[config.mk]
export PLATFORM = sky130hd
export DESIGN_NAME = logic_bitop_seq_flat
export DESIGN_NICKNAME = d
export VERILOG_FILES = /design/src/rtl/logic_bitop_seq_pkg.sv /design/src/rtl/logic_bitop_seq_if.sv /design/src/rtl/logic_bitop_seq_slice.sv /design/src/rtl/logic_bitop_seq.sv /design/src/flat_wrapper.sv
export SDC_FILE = /design/constraint.sdc
export NUM_CORES = 1
export LEC_CHECK = 0
export CORE_AREA = 2 2 115 117
export CTS_CLUSTER_DIAMETER = 100
export DETAILED_ROUTE_END_ITERATION = 12
export DIE_AREA = 0 0 117 119
export DONT_BUFFER_PORTS = 1
export SYNTH_ARGS = -nofsm -noshare
export SYNTH_HDL_FRONTEND = slang
export SYNTH_SLANG_ARGS = --single-unit
[constraint.sdc]
create_clock -name clk -period 2.29 [get_ports clk]
set_clock_uncertainty 0.1 [all_clocks]
set_input_delay 0.1145 -clock clk [delete_from_list [all_inputs] [get_ports clk]]
set_output_delay 0.1145 -clock clk [all_outputs]
set_load 0.05 [all_outputs]
[src/rtl/logic_bitop_seq_pkg.sv]
// Shared definitions for the sequential bitwise logic unit: opcode and state
// encodings plus the single-bit logic function applied across each slice.
package logic_bitop_seq_pkg;

    typedef enum logic [1:0] {
        OP_AND = 2'b00,
        OP_OR  = 2'b01,
        OP_XOR = 2'b10,
        OP_NOR = 2'b11
    } op_e;

    typedef enum logic [1:0] {
        ST_IDLE = 2'b00,
        ST_RUN  = 2'b01,
        ST_DONE = 2'b10
    } state_e;

    function automatic logic bit_op(input logic [1:0] op, input logic a, input logic b);
        logic r;
        case (op)
            OP_AND:  r = a & b;
            OP_OR:   r = a | b;
            OP_XOR:  r = a ^ b;
            OP_NOR:  r = ~(a | b);
            default: r = 1'b0;
        endcase
        return r;
    endfunction

endpackage

[src/rtl/logic_bitop_seq_if.sv]
// Request/response bundle of the sequential logic unit: operand request on the
// input side and result/ZERO flag on the output side, each with valid/ready.
interface logic_bitop_seq_if #(parameter int WIDTH = 32);

    logic             in_valid;
    logic             in_ready;
    logic [1:0]       op;
    logic [WIDTH-1:0] a;
    logic [WIDTH-1:0] b;
    logic             out_valid;
    logic             out_ready;
    logic [WIDTH-1:0] y;
    logic             zero;
    logic             busy;

    modport master (
        output in_valid, op, a, b, out_ready,
        input  in_ready, out_valid, y, zero, busy
    );

    modport slave (
        input  in_valid, op, a, b, out_ready,
        output in_ready, out_valid, y, zero, busy
    );

endinterface

[src/rtl/logic_bitop_seq_slice.sv]
// Combinational slice function: applies the selected bitwise operation to one
// SLICE-bit chunk of the operands. No cross-bit dependence exists.
module logic_bitop_seq_slice
    import logic_bitop_seq_pkg::*;
#(
    parameter int SLICE = 8
) (
    input  logic [1:0]       op,
    input  logic [SLICE-1:0] a,
    input  logic [SLICE-1:0] b,
    output logic [SLICE-1:0] y
);

    // Per-bit logic function across the slice
    always_comb begin
        y = '0;
        for (int i = 0; i < SLICE; i++) begin
            y[i] = bit_op(op, a[i], b[i]);
        end
    end

endmodule

[src/rtl/logic_bitop_seq.sv]
// Multi-cycle bitwise logic unit: operands are consumed SLICE bits per cycle,
// LSB first, and the result is assembled MSB-inward in a shift register.
module logic_bitop_seq
    import logic_bitop_seq_pkg::*;
#(
    parameter int WIDTH = 32,
    parameter int SLICE = 8
) (
    input  logic             clk,
    input  logic             rst_n,
    logic_bitop_seq_if.slave bus
);

    localparam int N  = WIDTH / SLICE;
    localparam int CW = (N > 1) ? $clog2(N) : 1;
    localparam logic [CW-1:0] LAST = CW'(N - 1);

    state_e           state_r, state_s;
    logic [CW-1:0]    count_r, count_s;
    logic [WIDTH-1:0] a_r, a_s;
    logic [WIDTH-1:0] b_r, b_s;
    logic [WIDTH-1:0] y_r, y_s;
    logic [1:0]       op_r, op_s;
    logic [SLICE-1:0] slice_s;
    logic             in_ready_r;
    logic             out_valid_r;
    logic             busy_r;
    logic             zero_r;

    logic_bitop_seq_slice #(.SLICE(SLICE)) u_slice (
        .op (op_r),
        .a  (a_r[SLICE-1:0]),
        .b  (b_r[SLICE-1:0]),
        .y  (slice_s)
    );

    // Next-state and datapath update
    always_comb begin
        state_s = state_r;
        count_s = count_r;
        a_s     = a_r;
        b_s     = b_r;
        y_s     = y_r;
        op_s    = op_r;
        case (state_r)
            ST_IDLE: begin
                if (bus.in_valid) begin
                    a_s     = bus.a;
                    b_s     = bus.b;
                    op_s    = bus.op;
                    y_s     = '0;
                    count_s = '0;
                    state_s = ST_RUN;
                end else begin
                    state_s = ST_IDLE;
                end
            end
            ST_RUN: begin
                // New slice enters at the top; shifts are written so SLICE==WIDTH stays legal
                y_s     = (y_r >> SLICE) | (WIDTH'(slice_s) << (WIDTH - SLICE));
                a_s     = a_r >> SLICE;
                b_s     = b_r >> SLICE;
                count_s = count_r + CW'(1);
                if (count_r == LAST) begin
                    state_s = ST_DONE;
                end else begin
                    state_s = ST_RUN;
                end
            end
            ST_DONE: begin
                if (bus.out_ready) begin
                    state_s = ST_IDLE;
                end else begin
                    state_s = ST_DONE;
                end
            end
            default: begin
                state_s = ST_IDLE;
            end
        endcase
    end

    // State, datapath and registered handshake flags
    always_ff @(posedge clk or negedge rst_n) begin
        if (!rst_n) begin
            state_r     <= ST_IDLE;
            count_r     <= '0;
            a_r         <= '0;
            b_r         <= '0;
            y_r         <= '0;
            op_r        <= 2'b00;
            in_ready_r  <= 1'b1;
            out_valid_r <= 1'b0;
            busy_r      <= 1'b0;
            zero_r      <= 1'b1;
        end else begin
            state_r     <= state_s;
            count_r     <= count_s;
            a_r         <= a_s;
            b_r         <= b_s;
            y_r         <= y_s;
            op_r        <= op_s;
            in_ready_r  <= (state_s == ST_IDLE);
            out_valid_r <= (state_s == ST_DONE);
            busy_r      <= (state_s != ST_IDLE);
            zero_r      <= ~|y_s;
        end
    end

    assign bus.in_ready  = in_ready_r;
    assign bus.out_valid = out_valid_r;
    assign bus.busy      = busy_r;
    assign bus.y         = y_r;
    assign bus.zero      = zero_r;

endmodule
[src/flat_wrapper.sv]
// flat-port wrapper written by rule: the top's interface ports become plain ports
module logic_bitop_seq_flat import logic_bitop_seq_pkg::*;
#(
    parameter int WIDTH = 32,
    parameter int SLICE = 8
)
  (clk, rst_n, bus_in_valid, bus_op, bus_a, bus_b, bus_out_ready, bus_in_ready, bus_out_valid, bus_y, bus_zero, bus_busy);
  logic_bitop_seq_if #(.WIDTH(WIDTH)) bus_i ();
  input  logic clk;
  input  logic rst_n;
  input wire logic [$bits(bus_i.in_valid)-1:0] bus_in_valid;
  input wire logic [$bits(bus_i.op)-1:0] bus_op;
  input wire logic [$bits(bus_i.a)-1:0] bus_a;
  input wire logic [$bits(bus_i.b)-1:0] bus_b;
  input wire logic [$bits(bus_i.out_ready)-1:0] bus_out_ready;
  output wire logic [$bits(bus_i.in_ready)-1:0] bus_in_ready;
  output wire logic [$bits(bus_i.out_valid)-1:0] bus_out_valid;
  output wire logic [$bits(bus_i.y)-1:0] bus_y;
  output wire logic [$bits(bus_i.zero)-1:0] bus_zero;
  output wire logic [$bits(bus_i.busy)-1:0] bus_busy;
  assign bus_i.in_valid = bus_in_valid;
  assign bus_i.op = bus_op;
  assign bus_i.a = bus_a;
  assign bus_i.b = bus_b;
  assign bus_i.out_ready = bus_out_ready;
  assign bus_in_ready = bus_i.in_ready;
  assign bus_out_valid = bus_i.out_valid;
  assign bus_y = bus_i.y;
  assign bus_zero = bus_i.zero;
  assign bus_busy = bus_i.busy;
  logic_bitop_seq #(.WIDTH(WIDTH), .SLICE(SLICE)) u_core (.clk(clk), .rst_n(rst_n), .bus(bus_i));
endmodule
==> impl_metrics.py <==
metrics = {
    "clock_network": {
        "cts.root.buffer_cell": "sky130_fd_sc_hd__clkbuf_16",
        "max-clock-path-buffers": 2,
        "clk_latency_ps": 350,
        "cts.hold.buffers_added": 68,
        "clock_sink_count": 106,
        "cts_buffers": 9,
        "clk_pin_slew_worst_paths_ps": 70,
        "cts-htree-levels": 3,
        "post_cts_resize_count": 0,
        "tritoncts": "done",
    },
    "detailed_routing": {
        "dr.first_iter.drc_count": 237,
        "dr.pass1.iters": 4,
        "route.vias.total": 3968,
        "drt-total-wl_um": 12500,
        "vias_per_cell": 5.13,
        "routed_wire_length_per_instance_um": 16.2,
        "antenna_violating_nets_post_route": 0,
        "drcViolationCount": 0,
    },
    "floorplanning": {
        "dieArea_um2": 13900,
        "die_x_um": 117,
        "floorplan.die.height_um": 119,
        "floorplan.rows": 42,
        "area_inside_the_core_boundary_um2": 12900,
        "initial_utilization_pct": 38.6,
        "top_level_ports": 106,
    },
    "synth": {
        "ys_seq_area_share_pct": 53.5,
        "synthesis.instances": 522,
        "post_synth_instance_area_um2": 4960,
        "synth_edf_count": 0,
        "synth.distinct_cells": 47,
        "share_of_synthesized_registers_carrying_an_async_set_or_reset_pct": 100,
        "synth_nets": 609,
        "ys_dominant_reg_cell": "sky130_fd_sc_hd__dfrtp_1",
        "synth_warn": 0,
        "synth_area_per_cell_um2": 9.51,
        "flip_flop_and_latch_count_after_synthesis": 106,
    },
    "worst_setup_path": {
        "critical_path_class": "reg2reg",
        "reg2reg_depth": 5,
        "worst_r2r_startpoint": "u_core.op_r[1]",
        "crit_required_ps": 2480,
        "timing.critical_path.arrival_ps": 2160,
        "start_kind": "register",
        "r2r-end": "u_core.bus.zero",
        "cp-end-kind": "register",
        "timing.critical_path.fanout_max": 12,
        "reg2reg_slack_ps": 320,
    },
    "sta": {
        "setup_total_negative_slack_ps": 0,
        "finalHoldViolations": 106,
        "max_fclk_ghz": 0.507,
        "setup_violations": 0,
        "max_slew.worst_pin.slew_ps": 599,
        "worst_slew_margin_rel_pct": 60.0,
        "final.min_clock_period_ps": 1970,
        "period_share_pct": 86.1,
        "slew_viol_final": 0,
        "hold_slack_ps": -647,
        "unrepaired_setup_endpoints_after_global_routing": "false",
    },
    "power": {
        "power_leakage_uw": 0.00293,
        "p_int_uw": 5290,
        "seq_power_share_pct": 37.5,
        "powerDensity_nw_per_um2": 1580,
        "comb_power_share_pct": 47.9,
        "vdd.ir_drop.worst_mv": 0.540,
        "p_sw_share_pct": 46.2,
        "switchingPower_uw": 4540,
        "clockPowerShare_pct": 14.6,
    },
    "placed_design": {
        "dp.cells": 690,
        "portBuffers": 0,
        "dp.final_hpwl_um": 8330,
        "place_congestion": 0.848,
    },
    "finish": {
        "final-instance-count-excl-fill": 774,
        "regArea_um2": 2660,
        "fraction_of_layout_instances_using_a_drive_strength_above_1_pct": 9.70,
        "multi_input_area_um2": 2070,
        "final_cell_mix": "sky130_fd_sc_hd__nand2_1, sky130_fd_sc_hd__dfrtp_1, sky130_fd_sc_hd__dlygate4sd3_1",
        "layout.cells.most_common": "sky130_fd_sc_hd__nand2_1",
        "n_fill_cell": 1207,
        "syn2layout_area_growth_pct": 25.1,
        "antenna_diode_count": 0,
        "fin_nets": 680,
    },
    "grt": {
        "global_route.usage.met3_pct": 4.68,
        "grtUsageMet1_pct": 24.5,
        "maximum_number_of_pins_on_one_net_before_global_route_repair": 107,
        "grt_first_pass_wirelength_um": 20000,
        "grt_busiest_layer": "met2",
        "number_of_antenna_violations_at_the_first_check_in_global_routing": 0,
        "globalRouteOverflowTotal": 0,
        "track_usage_pct": 18.7,
        "number_of_global_route_vias_before_repair": 3917,
        "grtUsageMet2_pct": 29.4,
    },
    "hold_path": {
        "min-delay-path-class": "in2async",
    },
    "run_status": {
        "failing_checks": "negative hold slack",
        "run_status": "finished, violations left",
    },
    "run": {
        "max_cap_violations": 0,
    },
}
-- worst max path at each step --
stage | endpoint | cells after the start | from
3_3_place_gp | u_core.bus.zero | 5 | u_core.state_r[0]
4_1_cts | u_core.bus.zero | 5 | u_core.op_r[1]
3_5_place_dp | u_core.bus.zero | 5 | u_core.op_r[1]
5_1_grt | u_core.bus.zero | 5 | u_core.op_r[1]
2_1_floorplan | u_core.bus.zero | 5 | u_core.bus.y[21]
6_report | u_core.bus.zero | 5 | u_core.op_r[1]
-- registers in the layout, summed over array words and instances (netlist names) --
name,flops
u_core.bus.out_valid,1
u_core.count_r,2
u_core.op_r,2
u_core.a_r,32
u_core.bus.y,32
u_core.bus.in_ready,1
u_core.bus.busy,1
u_core.state_r,2
u_core.b_r,32
u_core.bus.zero,1
-- power by group through the flow --
stage               registers, uW  logic (uW)  clock network, uW
finish                       3690        4710               1440
global placement             3700        4510                  0
global route                 3810        5220               1560
detailed placement           3730        4630                  0
floorplan                    3940        3180                  0
CTS                          3700        4740               1470
-- per-layer routing --
| layer | part of all wire [%] | routed length [um] | vias up |
|---|---|---|---|
| li1 | - | - | 1917 |
| met1 | 44 | 5520 | 1926 |
| met2 | 48 | 6080 | 107 |
| met3 | 5.3 | 664 | 18 |
| met4 | 2.1 | 269 | 0 |
| met5 | 0 | 0 | - |
-- repair_timing --
item / 4_1_cts / 5_1_grt
setup endpoints to repair: 0 / 0
setup buffers: 0 / 0
hold endpoints to repair: 176 / 106
-- synth_stat cells, types with 3 or more instances --
cell type	count	area share, %
sky130_fd_sc_hd__a22o_1	20	3.5
sky130_fd_sc_hd__a31oi_1	50	6.3
sky130_fd_sc_hd__buf_1	6	0.45
sky130_fd_sc_hd__buf_4	3	0.45
sky130_fd_sc_hd__clkbuf_1	22	1.7
sky130_fd_sc_hd__dfrtp_1	104	52
sky130_fd_sc_hd__ha_1	17	4.3
sky130_fd_sc_hd__inv_1	19	1.4
sky130_fd_sc_hd__mux2i_1	8	1.6
sky130_fd_sc_hd__nand2_1	139	11
sky130_fd_sc_hd__nand3_1	17	1.7
sky130_fd_sc_hd__nor2_1	51	3.9
sky130_fd_sc_hd__nor3_1	3	0.30
sky130_fd_sc_hd__nor4_1	4	0.50
sky130_fd_sc_hd__o21ai_1	4	0.40
sky130_fd_sc_hd__o21bai_2	3	0.68
sky130_fd_sc_hd__o221ai_1	5	0.88
sky130_fd_sc_hd__xor2_1	8	1.4
-- critical path, stage by stage (launching register included) --
cell and delay, ps:
sky130_fd_sc_hd__dfrtp_1 670, sky130_fd_sc_hd__buf_4 260, sky130_fd_sc_hd__mux2i_1 210, sky130_fd_sc_hd__o221ai_1 170, sky130_fd_sc_hd__nor4_1 280, sky130_fd_sc_hd__and4_1 220
-- metrics by stage --
stage | hold WS, ps | setup WS, ps | total power, uW | instance area [um2] | utilization, %
after floorplan | -281 | 310 | 7120 | 4960 | -
after global placement | -278 | 424 | 8200 | 5260 | 40.9
after detailed placement | -277 | 365 | 8360 | 5260 | 40.9
after CTS | -657 | 342 | 9910 | 6210 | 48.2
after global routing | -664 | 115 | 10600 | 6210 | 48.2
final | -647 | 319 | 9830 | 6210 | 48.2
-- final cells by class --
type	count	area share, %
multi-input combinational	360	33.3
clock inverter	2	0.201
inverter	20	1.21
timing repair buffer	96	14.9
tap	176	3.55
clock buffer	14	4.09
sequential	106	42.7
-- logic make-up (layout without fill, tap and decap cells) --
kind of cell	Yosys count	after routing	synth area share (%)
muxes	10	10	2.07
adders and majority gates	17	17	4.29
AOI/OAI and AO/OA	95	95	14.1
xor gates and xnor gates	8	8	1.41
buffers and inverters	56	132	5.14
DFF	106	106	53.5
and+or+nand+nor	230	230	19.5
Power figures use the tool's default switching activity.
